[config.mk]
export PLATFORM = sky130hd
export DESIGN_NAME = direction_conditioner
export DESIGN_NICKNAME = d
export VERILOG_FILES = /design/src/rtl/maze_pkg.sv /design/src/rtl/key_debouncer.sv /design/src/rtl/direction_conditioner.sv
export SDC_FILE = /design/constraint.sdc
export NUM_CORES = 1
export LEC_CHECK = 0
export BUFFER_PORTS_ARGS = -buffer_cell sky130_fd_sc_hd__buf_2
export CAP_MARGIN = 20
export CORE_ASPECT_RATIO = 0.6
export CORE_UTILIZATION = 67
export DETAILED_ROUTE_END_ITERATION = 8
export PLACE_DENSITY = 0.85
export SYNTH_ARGS = -nofsm -noshare
export SYNTH_HDL_FRONTEND = slang
export SYNTH_HIERARCHICAL = 1
export SYNTH_SLANG_ARGS = --single-unit
[constraint.sdc]
create_clock -name clock -period 5.8 [get_ports clock]
set_clock_uncertainty 0.05 [all_clocks]
set_input_delay 0.29 -clock clock [delete_from_list [all_inputs] [get_ports clock]]
set_output_delay 0.29 -clock clock [all_outputs]
set_load 0.005 [all_outputs]
[src/rtl/maze_pkg.sv]
// Shared definitions for the maze game: direction codes, tile codes and the
// direction conditioner state encoding, reused by the movement stage.
package maze_pkg;

  localparam logic [3:0] DIR_NONE  = 4'b0000;
  localparam logic [3:0] DIR_UP    = 4'b0001;
  localparam logic [3:0] DIR_DOWN  = 4'b0010;
  localparam logic [3:0] DIR_RIGHT = 4'b0100;
  localparam logic [3:0] DIR_LEFT  = 4'b1000;

  localparam logic TILE_FLOOR = 1'b0;
  localparam logic TILE_WALL  = 1'b1;

  typedef enum logic [1:0] {
    ST_IDLE  = 2'd0,
    ST_PULSE = 2'd1,
    ST_GAP   = 2'd2
  } dir_state_t;

  // True when exactly one of the four key levels is set.
  function automatic logic is_one_hot4(input logic [3:0] v);
    return (v != 4'b0000) && ((v & (v - 4'b0001)) == 4'b0000);
  endfunction

endpackage

[src/rtl/key_debouncer.sv]
// One pushbutton: 2-flop synchronizer, inversion to active-high and a
// consecutive-disagreement counter that moves the debounced level.
module key_debouncer #(
  parameter int DEBOUNCE_CYCLES = 50000
) (
  input  logic i_clock,
  input  logic i_reset,
  input  logic i_key_n,
  output logic o_key_held
);

  localparam int CW = $clog2(DEBOUNCE_CYCLES + 1);
  localparam logic [CW-1:0] CNT_LAST = CW'(DEBOUNCE_CYCLES - 1);
  localparam logic [CW-1:0] CNT_ONE  = CW'(1);

  logic          r_sync1;
  logic          r_sync2;
  logic          r_held;
  logic [CW-1:0] r_cnt;
  logic          w_level;

  assign w_level    = ~r_sync2;
  assign o_key_held = r_held;

  // Synchronizer idles at the released (high) level.
  always_ff @(posedge i_clock or posedge i_reset) begin
    if (i_reset) begin
      r_sync1 <= 1'b1;
      r_sync2 <= 1'b1;
    end else begin
      r_sync1 <= i_key_n;
      r_sync2 <= r_sync1;
    end
  end

  // The count stops at CNT_LAST, where the level flips, so it can never wrap.
  always_ff @(posedge i_clock or posedge i_reset) begin
    if (i_reset) begin
      r_held <= 1'b0;
      r_cnt  <= '0;
    end else if (w_level == r_held) begin
      r_cnt <= '0;
    end else if (r_cnt >= CNT_LAST) begin
      r_held <= w_level;
      r_cnt  <= '0;
    end else begin
      r_cnt <= r_cnt + CNT_ONE;
    end
  end

endmodule

[src/rtl/direction_conditioner.sv]
// Turns four raw active-low direction buttons into fixed-length one-hot
// direction pulses with optional auto-repeat while a single key is held.
module direction_conditioner
  import maze_pkg::*;
#(
  parameter int DEBOUNCE_CYCLES = 50000,
  parameter int PULSE_CYCLES    = 8,
  parameter int REPEAT_DELAY    = 25000000,
  parameter int REPEAT_PERIOD   = 5000000,
  parameter bit REPEAT_EN       = 1'b1
) (
  input  logic       clock,
  input  logic       reset,
  input  logic [3:0] key_n,
  output logic [3:0] player_direction,
  output logic       press_strobe,
  output logic [3:0] keys_held
);

  localparam int TMAX = (REPEAT_DELAY > REPEAT_PERIOD) ? REPEAT_DELAY : REPEAT_PERIOD;
  localparam int TW   = $clog2(TMAX + 1);
  localparam int PW   = $clog2(PULSE_CYCLES);
  localparam logic [TW-1:0] T_DELAY  = TW'(REPEAT_DELAY);
  localparam logic [TW-1:0] T_PERIOD = TW'(REPEAT_PERIOD);
  localparam logic [TW-1:0] T_ONE    = TW'(1);
  localparam logic [PW-1:0] P_LAST   = PW'(PULSE_CYCLES - 1);
  localparam logic [PW-1:0] P_ONE    = PW'(1);

  logic [3:0]    w_held;
  logic          w_req;
  dir_state_t    r_state, w_state_next;
  logic [3:0]    r_dir_latched, w_dir_latched_next;
  logic          r_repeat, w_repeat_next;
  logic [PW-1:0] r_pcnt, w_pcnt_next;
  logic [TW-1:0] r_timer, w_timer_next;
  logic [3:0]    w_dir_out, r_dir_out;
  logic          w_strobe_out, r_strobe;

  for (genvar g = 0; g < 4; g++) begin : g_key
    key_debouncer #(.DEBOUNCE_CYCLES(DEBOUNCE_CYCLES)) u_debouncer (
      .i_clock    (clock),
      .i_reset    (reset),
      .i_key_n    (key_n[g]),
      .o_key_held (w_held[g])
    );
  end

  assign w_req            = is_one_hot4(w_held);
  assign keys_held        = w_held;
  assign player_direction = r_dir_out;
  assign press_strobe     = r_strobe;

  // State register with latched direction, repeat flag, pulse counter and gap timer.
  always_ff @(posedge clock or posedge reset) begin
    if (reset) begin
      r_state       <= ST_IDLE;
      r_dir_latched <= DIR_NONE;
      r_repeat      <= 1'b0;
      r_pcnt        <= '0;
      r_timer       <= '0;
    end else begin
      r_state       <= w_state_next;
      r_dir_latched <= w_dir_latched_next;
      r_repeat      <= w_repeat_next;
      r_pcnt        <= w_pcnt_next;
      r_timer       <= w_timer_next;
    end
  end

  // Next-state logic; in GAP a release or key change beats timer expiry.
  always_comb begin
    w_state_next       = r_state;
    w_dir_latched_next = r_dir_latched;
    w_repeat_next      = r_repeat;
    w_pcnt_next        = r_pcnt;
    w_timer_next       = r_timer;
    case (r_state)
      ST_IDLE: begin
        if (w_req) begin
          w_state_next       = ST_PULSE;
          w_dir_latched_next = w_held;
          w_repeat_next      = 1'b0;
          w_pcnt_next        = '0;
        end else begin
          w_state_next = ST_IDLE;
        end
      end
      ST_PULSE: begin
        if (r_pcnt == P_LAST) begin
          w_state_next = ST_GAP;
          w_timer_next = r_repeat ? T_PERIOD : T_DELAY;
        end else begin
          w_pcnt_next = r_pcnt + P_ONE;
        end
      end
      ST_GAP: begin
        if (w_held != r_dir_latched) begin
          w_state_next = ST_IDLE;
        end else if (REPEAT_EN && (r_timer <= T_ONE)) begin
          w_state_next  = ST_PULSE;
          w_repeat_next = 1'b1;
          w_pcnt_next   = '0;
        end else if (r_timer != '0) begin
          w_timer_next = r_timer - T_ONE;
        end else begin
          w_timer_next = r_timer;
        end
      end
      default: begin
        w_state_next = ST_IDLE;
      end
    endcase
  end

  // Outputs are decoded from the next state so the registered copy lines up with the state.
  always_comb begin
    w_dir_out    = DIR_NONE;
    w_strobe_out = 1'b0;
    if (w_state_next == ST_PULSE) begin
      w_dir_out    = w_dir_latched_next;
      w_strobe_out = (r_state != ST_PULSE);
    end else begin
      w_dir_out    = DIR_NONE;
      w_strobe_out = 1'b0;
    end
  end

  // Output registers.
  always_ff @(posedge clock or posedge reset) begin
    if (reset) begin
      r_dir_out <= DIR_NONE;
      r_strobe  <= 1'b0;
    end else begin
      r_dir_out <= w_dir_out;
      r_strobe  <= w_strobe_out;
    end
  end

endmodule
==> impl_summary.md, run 1 <==
Run status
The flow ran to the end, but the final reports show violations. The final reports fail on hold timing.

Setup path
STA classifies the critical path startpoint as a flop. The endpoint of the most critical setup path is r_timer[1]. The critical register-to-register path startpoint is r_timer[2]. The cell at the slowest stage of the critical path is sky130_fd_sc_hd__nor3_1. The critical path goes through nor3_1 > nand4_1 > a2111oi_4 > or2_1 > or3_2 > o21ai_0. The critical path crosses 6 cells after its start point.

Grouping stages by cell kind, the critical path spends the most delay in simple AND/OR/NAND/NOR gates. The setup slack of the worst register-to-register path is between 2 and 3 ns. The critical path contains buffers and inverters numbering 0 combined. In this run the worst setup path begins at r_timer[2].

The length in cells of the worst reg-to-reg path is 6. Along the worst path, the maximum fanout reaches 19. The startpoint-to-endpoint class of the critical path is flop to flop. The capture instance of the worst register-to-register path is r_timer[1]. On the worst path, the slowest cell contributes a delay of 0.84 ns.

The worst setup path is captured at a flop. The critical path arrival is roughly 3.4 ns. Data on the critical path is required at its endpoint by around 6 ns.

Floorplanning
The total area inside the core boundary comes to ~8500 um2. The die covers between 9000 and 10000 um2. From bottom edge to top edge, the die measures 74.6 um.

The top-level I/O count is 15. The die is 123 um wide. For this configuration, the core starts out at a cell density of 0.690. In this run the core area contains 26 standard-cell rows.

Finish
Relative to the synthesized area, the layout overhead comes to 11.7%. Leaving out filler cells and counting taps, the final layout contains between 700 and 800. The layout net count is approximately 630. The number of antenna repair diodes is 0. The fraction of final layout cells sized beyond drive strength 1 is 0.131. Measured on the finished design, the core utilization comes to 0.771.

Global routing
The initial antenna violation count is 0. Entering global routing, the biggest net connects 41 pins. The first global-routing pass estimated between 20 and 25 mm of wire.

For this run, the total global-route usage over all layers was measured as 0.307. The via count of the first global-routing pass was between 4000 and 5000. For this run the aggregate overflow at the end of global routing stands at 0.

Placement
Routability-driven placement finished with a final weighted congestion of between 0.9 and 1. Including well taps, the total number of placed cells is approximately 700. The HPWL after detailed placement is around 8.1 mm.

The number of buffer cells added on primary ports is 14. Timing analysis after detailed placement gives a worst setup slack of around 2.6 ns.

CTS
The number of buffers added for setup after CTS is 0. The clock latency at the later pin of the worst-skew pair is around 0.41 ns. The maximum clock insertion buffer count is 2.

The TritonCTS buffer count is 17. TritonCTS built the clock tree. Clock-pin slew was measured on the worst setup and hold paths at around 0.050 ns. The maximum level of the CTS H-tree is 4.

The root cell of the clock tree is sky130_fd_sc_hd__clkbuf_16. The total number of clock tree sinks is about 120.

Timing
The smallest hold slack is -0.00860 ns. The worst relative slew slack is 0.317. The worst path needs approximately 3.2 ns of the cycle, external delays included. The final hold violation count was 51. The setup total negative slack is 0 ns. Timing would allow up to just over 300 MHz. The ratio of final minimum period to clock period is 0.555. The number of pins with negative max-slew slack in the final report is 0.

At the pin with the least slew margin, the transition time is about 1.0 ns. Setup repair after global routing left no endpoint under its margin. The number of setup violations in the final report is 0. The worst path meets setup with 2.58 ns of slack.

Pwr
In this run the power density over the cells is around 290 nW/um2. The leakage power figure is between 2 and 3 nW. Across the VDD grid, the largest voltage drop is slightly above 0.0002 V.

Synth
The arithmetic-cell share of the synthesized area counting full adders, half adders and majority gates is 0.0191. The synthesized design contains between 100 and 150 register bits. The number of instances in the synthesized netlist is 589.

Counting flops with a built-in enable in the synthesized netlist gives 0. The fraction of registers with async set or reset after synthesis is 1.00. The compound-gate portion of the synthesized area is 0.0778. Of the total synthesized cell area, the portion taken by AND, OR, NAND and NOR gates is 0.241. After synthesis, the largest family of logic cells by area is simple AND/OR/NAND/NOR gates.

The net count after synthesis is about 600. The flip-flop cell with the highest count after synthesis is sky130_fd_sc_hd__dfrtp_1. The share of synthesized area occupied by flip-flops and latches is 0.495. The average cell area after synthesis is 9.99 um2. The post-synthesis xor/xnor area fraction is 0.104.

For this run, the number of Yosys warnings is 6. The cell area after technology mapping is 5880 um2. Measured against the total synthesized area, the mux share comes to 0.0219. Synthesis instantiated 57 different standard cells from the library.

Route
The count of routing violations after the opening detailed-route iteration is about 540. The via count normalized by instance count is around 6. The final layout contains routed wiring with a total length of 12.5 mm. The total DRC errors in the routed layout is 0.

After detailed routing, the average wire length per cell comes to between 15 and 20 um. For this run, the detailed router's first-pass iteration total came to 5. The number of routed nets with antenna violations is 0.

Summing over every cut layer, the via total after detailed routing is roughly 4500.

Job
The number of max-capacitance violations reported is 0.

Hold path
The kind of path behind the tightest hold check is input port to async pin.
metal layers:
metal | wire [um] | part of all wire | global-route usage | vias up
met4 | 212 | 0.017 | 0.100 | 0
li1 | - | - | - | 2138
met1 | 5750 | 0.46 | 0.423 | 2177
met3 | 862 | 0.069 | 0.0874 | 28
met2 | 5650 | 0.45 | 0.475 | 187
met5 | 0 | 0 | 0 | -
worst register-to-register path, delay by kind of cell (launching register included):
family,cells,cell delay (ns)
DFF,1,0.42
AOI/OAI and AO/OA,2,0.65
and+or+nand+nor,4,1.94
sequential cells by signal, indices dropped and copies added (netlist names):
register,count
r_timer,25
g_key.u_debouncer/r_cnt,64
g_key.u_debouncer/r_sync1,4
g_key.u_debouncer/r_sync2,4
r_dir_latched,4
press_strobe,1
r_state,2
r_pcnt,3
r_repeat,1
player_direction,4
g_key.u_debouncer/o_key_held,4
worst min-delay path by stage:
stage / startpoint / to / slack, ns / depth (start not counted)
finish: reset / g_key[3].u_debouncer/r_cnt[8] / -0.009 / 2
global route: reset / g_key[3].u_debouncer/r_cnt[8] / 0.06 / 2
CTS: reset / g_key[3].u_debouncer/r_cnt[8] / 0.004 / 2
detailed placement: g_key[2].u_debouncer/r_sync1 / g_key[2].u_debouncer/r_sync2 / 0.30 / 0
global placement: g_key[0].u_debouncer/r_sync1 / g_key[0].u_debouncer/r_sync2 / 0.30 / 0
floorplan: reset / g_key[0].u_debouncer/o_key_held / 0.19 / 1
placed cells by master, fill, tap and decap left out, drive strengths merged, types with 13 or more instances in the layout:
| cell | Yosys | final |
|---|---|---|
| buf | 10 | 15 |
| clkbuf | 3 | 22 |
| dfrtp | 108 | 108 |
| inv | 28 | 28 |
| nand2 | 26 | 26 |
| nand3 | 30 | 30 |
| nand4 | 17 | 17 |
| nor2 | 102 | 102 |
| nor3 | 29 | 29 |
| nor4 | 28 | 28 |
| o21ai | 20 | 20 |
| xnor2 | 57 | 57 |
| xor2 | 13 | 13 |
cell families after synthesis:
family	after synthesis
mux	12
compound gates	65
fa+ha+maj	9
simple gates	275
flops	116
xor+xnor	70
buf+inv	42
repair_timing:
item                                   in CTS  in global routing
hold buffers                                4                  0
gates resized for setup                     0                  0
endpoints found under the hold margin       4                  0
stage by stage:
stage | total power (W) | hold slack, ns | cell area [um2]
after detailed placement | 0.000887 | 0.299 | 5960
after global routing | 0.00194 | 0.0555 | 6570
after CTS | 0.00189 | 0.00353 | 6570
after global placement | 0.000884 | 0.296 | 5960
final | 0.00188 | -0.00860 | 6570
after floorplan | 0.000876 | 0.190 | 5880
power breakdown:
part / switching, W / total (W) / internal, W / leakage [nW]
clock: 0.000355 / 0.00100 / 0.000649 / 0.280
combinational: 0.0000299 / 0.0000421 / 0.0000122 / 0.989
sequential: 0.0000105 / 0.000833 / 0.000822 / 1.58
synth_stat cells (2+ instances only):
| library cell | number | share of area |
|---|---|---|
| sky130_fd_sc_hd__a311o_2 | 4 | 0.0077 |
| sky130_fd_sc_hd__nand4b_1 | 2 | 0.0030 |
| sky130_fd_sc_hd__clkbuf_1 | 3 | 0.0019 |
| sky130_fd_sc_hd__nand3_1 | 30 | 0.026 |
| sky130_fd_sc_hd__nor2_1 | 102 | 0.065 |
| sky130_fd_sc_hd__o21ai_2 | 2 | 0.0030 |
| sky130_fd_sc_hd__nor4_1 | 27 | 0.029 |
| sky130_fd_sc_hd__buf_6 | 8 | 0.015 |
| sky130_fd_sc_hd__nor2b_1 | 5 | 0.0053 |
| sky130_fd_sc_hd__xnor2_1 | 57 | 0.085 |
| sky130_fd_sc_hd__nor3_1 | 29 | 0.025 |
| sky130_fd_sc_hd__a21oi_2 | 2 | 0.0030 |
| sky130_fd_sc_hd__nor3b_1 | 3 | 0.0038 |
| sky130_fd_sc_hd__mux2_2 | 7 | 0.013 |
| sky130_fd_sc_hd__a21oi_1 | 10 | 0.0085 |
| sky130_fd_sc_hd__and3_1 | 2 | 0.0021 |
| sky130_fd_sc_hd__a211oi_1 | 8 | 0.010 |
| sky130_fd_sc_hd__nand4_1 | 17 | 0.018 |
| sky130_fd_sc_hd__o21ai_0 | 18 | 0.015 |
| sky130_fd_sc_hd__and4_1 | 2 | 0.0030 |
| sky130_fd_sc_hd__nand2b_1 | 3 | 0.0032 |
| sky130_fd_sc_hd__a31oi_1 | 8 | 0.0085 |
| sky130_fd_sc_hd__o31ai_1 | 3 | 0.0038 |
| sky130_fd_sc_hd__or4_4 | 5 | 0.0096 |
| sky130_fd_sc_hd__ha_1 | 9 | 0.019 |
| sky130_fd_sc_hd__nor4b_1 | 3 | 0.0045 |
| sky130_fd_sc_hd__dfrtp_1 | 108 | 0.46 |
| sky130_fd_sc_hd__nand2_1 | 26 | 0.017 |
| sky130_fd_sc_hd__nand3b_1 | 2 | 0.0026 |
| sky130_fd_sc_hd__or3_2 | 3 | 0.0038 |
| sky130_fd_sc_hd__xor2_1 | 13 | 0.019 |
| sky130_fd_sc_hd__dfstp_2 | 8 | 0.036 |
| sky130_fd_sc_hd__mux2i_1 | 5 | 0.0085 |
| sky130_fd_sc_hd__and3b_1 | 3 | 0.0045 |
| sky130_fd_sc_hd__inv_1 | 28 | 0.018 |
| sky130_fd_sc_hd__or4_2 | 3 | 0.0045 |
cell type report:
| class | count | area (um2) |
|---|---|---|
| Clock inverter | 9 | 105 |
| Sequential cell | 116 | 2910 |
| Timing Repair Buffer | 19 | 118 |
| Fill cell | 536 | 1950 |
| Multi-Input combinational cell | 431 | 2730 |
| Inverter | 28 | 105 |
| Tap cell | 112 | 140 |
| Clock buffer | 22 | 464 |
No activity file was read; power rests on OpenSTA's default activity.
==> run 2, diff against run 1 <==
CORE_UTILIZATION = 62   (was 67)
PLACE_DENSITY = 0.79   (was 0.85)
clock period = 3.06 ns   (was 5.8 ns; I/O delays follow)
==> run 2 against run 1 <==
- fmax increased by 13%
- critical path type unchanged
- worst setup slack got worse by 2.4 ns
- via count grew 2.1%
- first-iteration DRC count shrank 16%
- the flow now finishes without violations
- sequential power grew 90%
==> impl_summary.md, run 2 (synthesis gave the netlist of run 1 again) <==
Run status
The run finished with clean final reports.

Global routing
The via count of the first global-routing pass is 4528 (+5.4%). The pin count of the biggest net entering global routing is 41 (unchanged). The global-route congestion overflow total is 0 (unchanged).

The first-pass GRT wire length is 22.4 mm (+6.6%). The total routing usage reported by global routing is 0.295 (-0.0114). The initial antenna violation count is 0 (unchanged).

Finish
The largest registers in the layout are g_key.u_debouncer/r_cnt x64, r_timer x25. The final design utilization is 0.732 (-0.0393). The fraction of final layout cells sized beyond drive strength 1 came to 0.146 (+0.0148).

In the layout the commonest cells are sky130_fd_sc_hd__dfrtp_1, sky130_fd_sc_hd__nor2_1, sky130_fd_sc_hd__xnor2_1. The number of fill cells came to 652 (+22%). The number of antenna repair diodes was 0 (unchanged). Relative to the synthesized area, the layout overhead comes to 14.3%. The layout net count is 640 (+1.9%). The number of cells in the finished layout apart from fillers came to 767 (+4.1%). The flip-flop count of the largest register after layout is 64 (unchanged). Leaving out fill and tap cells, the most frequent cell in the layout is sky130_fd_sc_hd__dfrtp_1.

The most flop-heavy register is g_key.u_debouncer/r_cnt.

CTS
The total number of clock tree sinks was 116 (unchanged). TritonCTS built the clock tree. The clock latency at the later pin of the worst-skew pair is 0.41 ns (about the same). The maximum level of the CTS H-tree is 4 (unchanged). The maximum clock insertion buffer count is 2 (unchanged). The CTS clock-pin slew for the worst setup and hold paths is 0.05 ns (about the same). The TritonCTS buffer count is 17 (unchanged). The cell sitting at the root of the clock tree is a sky130_fd_sc_hd__clkbuf_16. The count of hold-fix buffers inserted at cts is 5 (+1).

The number of buffers added for setup after CTS is 0 (unchanged). The quantity of gates resized following cts came to 0 (unchanged).

Route
The final wirelength was 13.1 mm (+5.2%). The count of TritonRoute iterations in the first routing pass is 5 (unchanged). The count of routing violations after the opening detailed-route iteration is 454 (-16%). The detailed-route via count is 4627 (+2.1%).

The per-cell routed wire length was 17.1 um (+1.1%). The total DRC errors in the routed layout is 0 (unchanged). The via count normalized by instance count came to 6.03 (-1.9%). The number of routed nets with antenna violations was 0 (unchanged).

Pwr
The cell-internal power is 0.00295 W (+99%). The peak supply drop is 0.000431 V (+110%). The part of the total power dissipated in the clock network is 0.553 (+0.018). The power density over the cells is 553 nW/um2 (+93%). The net switching power figure is 0.000761 W (+92%).

The leakage power figure is 2.93 nW (+2.6%). The switching share of power is 0.205 (-0.00572). The part of the total power dissipated in combinational logic is 0.022 (about the same). The sequential share of power was 0.425 (-0.018).

Placement
The number of buffer cells added on primary ports is 14 (unchanged). The cell total after placement is 731 (+4.1%). The HPWL after detailed placement is 8.46 mm (+4.3%). The final RePlAce weighted congestion is 0.896 (-0.83%).

Hold path
The tightest min-delay check is of the flop to flop type.

Timing
The measured slew at the worst slew-check pin came to 0.870 ns (-0.147 ns). The number of pins with negative max-slew slack in the final report is 0 (unchanged). The worst relative slew slack is 0.418 (+0.101). Setup repair after global routing left no endpoint under its margin.

The setup total negative slack is 0 ns (unchanged). The clock period minus worst slack is 2.85 ns (-0.368 ns). The final hold violation count is 0 (-100%). The maximum clock rate is 351 MHz (+13%). The number of setup violations in the final report is 0 (unchanged). The ratio of final minimum period to clock period is 0.931 (+0.377).

Floorplanning
The number of placement rows is 27 (+3.8%). The core area is 9190 um2 (+7.8%). The die outline height is 77.5 um (+3.8%). The die area was 9900 um2 (+7.9%). The effective utilization at floorplan is 0.640 (-0.0500). The top-level I/O count is 15 (unchanged). The chip width is 128 um (+3.9%).

Job
The number of max-capacitance violations reported came to 0 (unchanged).

Setup path
The data required time at the worst endpoint came to 3.34 ns (-2.66 ns). The worst setup path is launched from a flop. The biggest fanout along the worst timing path came to 19 (unchanged). The critical path arrival is 3.13 ns (-0.29 ns). The setup slack of the worst register-to-register path is 0.21 ns (-2.37 ns).

The element type at the critical path end is a flop. The startpoint-to-endpoint class of the critical path is flop to flop.
## run 2: cell count changes in the layout (fill, tap and decap cells not counted)
cell,before,now
sky130_fd_sc_hd__buf_4,1,12
sky130_fd_sc_hd__bufinv_16,2,4
sky130_fd_sc_hd__clkbuf_8,2,1
sky130_fd_sc_hd__clkinv_4,2,1
sky130_fd_sc_hd__dlygate4sd3_1,4,5
## run 2: per-stage QoR
stage               hold slack [ns]  cell area, um2  setup WS (ns)  total power (W)
floorplan                    0.0526            5880          0.598          0.00166
global placement              0.208            6070          0.415          0.00168
detailed placement            0.209            6070          0.279          0.00168
CTS                           0.305            6730          0.238          0.00373
global route                  0.305            6730         0.0165          0.00382
finish                        0.305            6730          0.210          0.00372
## run 2: layout make-up
type	count	area [um2]	area share
Inverter	28	105	0.0156
Clock buffer	21	450	0.0670
Sequential cell	116	2910	0.433
Timing Repair Buffer	31	210	0.0313
Multi-Input combinational cell	431	2730	0.406
Tap cell	130	163	0.0242
Clock inverter	10	156	0.0233
## run 2: worst paths after layout
check / start / endpoint / cells past startpoint
max: r_pcnt[0] / r_timer[17] / 8
min: g_key[0].u_debouncer/r_sync1 / g_key[0].u_debouncer/r_sync2 / 0
max reg2reg: r_pcnt[0] / r_timer[17] / 8
min reg2reg: g_key[0].u_debouncer/r_sync1 / g_key[0].u_debouncer/r_sync2 / 0
max in group asynchronous: reset / g_key[1].u_debouncer/r_cnt[6] / 3
min in group asynchronous: reset / g_key[2].u_debouncer/r_cnt[8] / 3
## run 2: metal layers
| metal | track usage | up-vias | share of wire |
|---|---|---|---|
| met4 | 0.115 | 0 | 0.013 |
| met2 | 0.441 | 161 | 0.46 |
| met5 | 0 | - | 0 |
| met3 | 0.0800 | 23 | 0.060 |
| li1 | - | 2168 | - |
| met1 | 0.413 | 2275 | 0.46 |
## run 2: power by group through the flow
stage | Clock (W) | Combinational [W] | Sequential (W)
2_1_floorplan | 0 | 0.0000619 | 0.00160
3_3_place_gp | 0 | 0.0000745 | 0.00160
3_5_place_dp | 0 | 0.0000780 | 0.00160
4_1_cts | 0.00207 | 0.0000834 | 0.00158
5_1_grt | 0.00214 | 0.0000961 | 0.00158
6_report | 0.00206 | 0.0000809 | 0.00158
## run 2: critical path, cell delays in order, from the launching register on
cell	delay, ns
sky130_fd_sc_hd__dfrtp_1	0.36
sky130_fd_sc_hd__ha_1	0.15
sky130_fd_sc_hd__ha_1	0.18
sky130_fd_sc_hd__nand3b_1	0.31
sky130_fd_sc_hd__nand4_1	0.28
sky130_fd_sc_hd__a2111oi_4	0.10
sky130_fd_sc_hd__or2_1	0.48
sky130_fd_sc_hd__or4_2	0.70
sky130_fd_sc_hd__a21oi_1	0.17
==> run 3, diff against run 2 <==
CORE_MARGIN = 2   (was unset)
CORE_UTILIZATION = 60   (was 62)
PLACE_DENSITY = 0.77   (was 0.79)
==> run 3 against run 2 <==
- first-iteration DRC count is 6.6% lower
- count of clock-buffer cells in the layout is 1 higher
- wire length is 3.2% lower
- power is 0.77% higher
- critical path depth stayed put
- fmax is 1.8% higher
- worst hold slack better by 0.0025 ns
- sequential share of layout area is 0.12 points lower
- sequential power hardly changed
- register-to-register slack better by 0.05 ns
==> impl_summary.md, run 3 (synthesis gave the netlist of run 1 again) <==
Run status
The flow ran to the end, and the final reports show no timing, DRC or antenna violations.

Route
The total DRC errors in the routed layout is 0 (unchanged). The via count normalized by instance count is 5.99 (-0.76%). The count of routing violations after the opening detailed-route iteration is 424 (-6.6%).

The detailed-route via count is 4592 (-0.76%). The final wirelength is 12.7 mm (-3.2%). The per-cell routed wire length was 16.6 um (-3.2%). The number of routed nets with antenna violations was 0 (unchanged). The count of TritonRoute iterations in the first routing pass was 5 (unchanged).

Setup path
The critical path arrival is 3.03 ns (-0.10 ns). STA classifies the critical path endpoint as a flop. The critical path's largest stage delay is 0.58 ns (-0.12 ns).

The slowest stage of the critical path belongs to the cell sky130_fd_sc_hd__a2111oi_4. The signal on the critical path passes through ha_1 > ha_1 > nand3b_1 > nand4_1 > a2111oi_4 > nor2_1 > a211oi_1 > nor2_1. The kind of cell adding the most delay to the critical path is simple AND/OR/NAND/NOR gates. The kind of start point of the critical path is a flop. The biggest fanout along the worst timing path is 12 (-7). The data required time at the worst endpoint is 3.29 ns (-0.05 ns).

The buffer and inverter count on the worst path came to 0 (unchanged). The critical path is of the flop to flop type.

Timing
The final hold violation count is 0 (unchanged). The clock period minus worst slack is 2.80 ns (-0.0491 ns). Setup repair after global routing left no endpoint under its margin. The measured slew at the worst slew-check pin is 0.849 ns (-0.0212 ns). The number of setup violations in the final report is 0 (unchanged). The maximum clock rate came to 357 MHz (+1.8%). The ratio of final minimum period to clock period was 0.915 (-0.0161). The setup total negative slack is 0 ns (unchanged). The smallest hold slack came to 0.307 ns (+0.00249 ns). The number of pins with negative max-slew slack in the final report is 0 (unchanged). The worst relative slew slack is 0.432 (+0.0142).

CTS
The maximum level of the CTS H-tree is 4 (unchanged). The number of buffers added for setup after CTS came to 0 (unchanged). The TritonCTS buffer count came to 17 (unchanged). CTS placed an instance of sky130_fd_sc_hd__clkbuf_16 at the clock tree root. The clock tree from TritonCTS is done. The quantity of gates resized following cts is 0 (unchanged). The CTS clock-pin slew for the worst setup and hold paths came to 0.05 ns (about the same). The total number of clock tree sinks is 116 (unchanged). The clock latency at the later pin of the worst-skew pair is 0.40 ns (about the same).

The maximum clock insertion buffer count is 2 (unchanged).

Finish
The number of cells in the finished layout apart from fillers came to 767 (unchanged). In the layout the commonest cells are sky130_fd_sc_hd__dfrtp_1, sky130_fd_sc_hd__nor2_1, sky130_fd_sc_hd__xnor2_1. Relative to the synthesized area, the layout overhead comes to 14.6%. In the final layout, the registers with the most flip-flops are g_key.u_debouncer/r_cnt x64, r_timer x25. The final cell area excluding filler cells is 6750 um2 (+0.28%). The fraction of final layout cells sized beyond drive strength 1 is 0.148 (+0.00157). Counting flops per register, the top entry is g_key.u_debouncer/r_cnt.

The library cell used most frequently in the layout, excluding fill and tap cells, is sky130_fd_sc_hd__dfrtp_1. The number of fill cells is 679 (+4.1%). The flip-flop count of the largest register after layout is 64 (unchanged). The layout net count was 640 (unchanged). The final design utilization is 0.721 (-0.0112). The number of antenna repair diodes is 0 (unchanged).

Floorplanning
The chip width is 132 um (+3.2%). The effective utilization at floorplan came to 0.629 (-0.0116). The die outline height is 80.7 um (+4.2%). The die area is 10600 um2 (+7.5%).

The core area came to 9360 um2 (+1.8%). The top-level I/O count was 15 (unchanged). The number of placement rows is 27 (unchanged).

Pwr
The leakage power figure is 2.93 nW (+0.32%). The power density over the cells was 555 nW/um2 (+0.49%). The peak supply drop was 0.000358 V (-17%). The sequential share of power is 0.422 (-0.003).

The net switching power figure was 0.000744 W (-2.3%). The switching share of power came to 0.199 (-0.00631). The part of the total power dissipated in the clock network is 0.557 (+0.004). The part of the total power dissipated in combinational logic is 0.021 (about the same).

The cell-internal power came to 0.00300 W (+1.6%).

Placement
The total placed instance area is 6070 um2 (unchanged). The cell total after placement is 731 (unchanged). The HPWL after detailed placement is 8.40 mm (-0.63%). The final RePlAce weighted congestion came to 0.887 (-0.98%). The number of buffer cells added on primary ports is 14 (unchanged).

Global routing
The initial antenna violation count is 0 (unchanged). The pin count of the biggest net entering global routing is 22 (-46%). The first-pass GRT wire length is 21.4 mm (-4.5%). The total routing usage reported by global routing was 0.257 (-0.0386). The global-route congestion overflow total is 0 (unchanged). The via count of the first global-routing pass is 4424 (-2.3%).

Hold path
In this run the worst hold path is classified as flop to flop.

Job
The number of max-capacitance violations reported is 0 (unchanged).
-- run 3: changes by cell type in the layout (fill, tap and decap cells not counted), sizes merged --
cell / delta
clkinv: -1
clkbuf: +1
-- run 3: per-stage QoR --
| stage | total power (W) | worst slack, ns |
|---|---|---|
| after floorplan | 0.00166 | 0.598 |
| after CTS | 0.00378 | 0.351 |
| after global routing | 0.00386 | 0.0992 |
| final | 0.00374 | 0.259 |
| after detailed placement | 0.00168 | 0.356 |
| after global placement | 0.00168 | 0.499 |
-- run 3: worst paths after layout --
check | cells after the start | endpoint | start | slack (ns)
setup / recovery | 8 | r_timer[11] | r_pcnt[0] | 0.26
hold / removal | 0 | g_key[0].u_debouncer/r_sync2 | g_key[0].u_debouncer/r_sync1 | 0.31
setup reg to reg | 8 | r_timer[11] | r_pcnt[0] | 0.26
hold reg to reg | 0 | g_key[0].u_debouncer/r_sync2 | g_key[0].u_debouncer/r_sync1 | 0.31
max in group asynchronous | 4 | player_direction[0] | reset | 1.74
min in group asynchronous | 3 | g_key[2].u_debouncer/r_cnt[11] | reset | 0.41
-- run 3: area by class of cell --
cell class / count / area [um2] / share of cell area
tap: 130 / 163 / 0.0241
clock inverter: 9 / 151 / 0.0224
multi-input combinational: 431 / 2730 / 0.405
inverter: 28 / 105 / 0.0156
clock buffer: 22 / 474 / 0.0703
timing repair buffer: 31 / 210 / 0.0312
sequential: 116 / 2910 / 0.432
-- run 3: power by group through the flow --
stage / clock [W] / sequential (W) / combinational (W)
floorplan: 0 / 0.00160 / 0.0000619
global placement: 0 / 0.00160 / 0.0000747
detailed placement: 0 / 0.00160 / 0.0000767
CTS: 0.00212 / 0.00158 / 0.0000830
global route: 0.00219 / 0.00158 / 0.0000951
finish: 0.00209 / 0.00158 / 0.0000800
-- run 3: timing repair --
| item | CTS | global route |
|---|---|---|
| hold buffers | 5 | 0 |
| endpoints found under the setup margin | 0 | 0 |
| endpoints found under the hold margin | 91 | 0 |
-- run 3: per-layer routing --
layer	track usage	vias to the layer above	part of all wire
li1	-	2156	-
met1	0.362	2260	0.49
met2	0.391	150	0.45
met3	0.0543	26	0.050
met4	0.112	0	0.016
met5	0	-	0
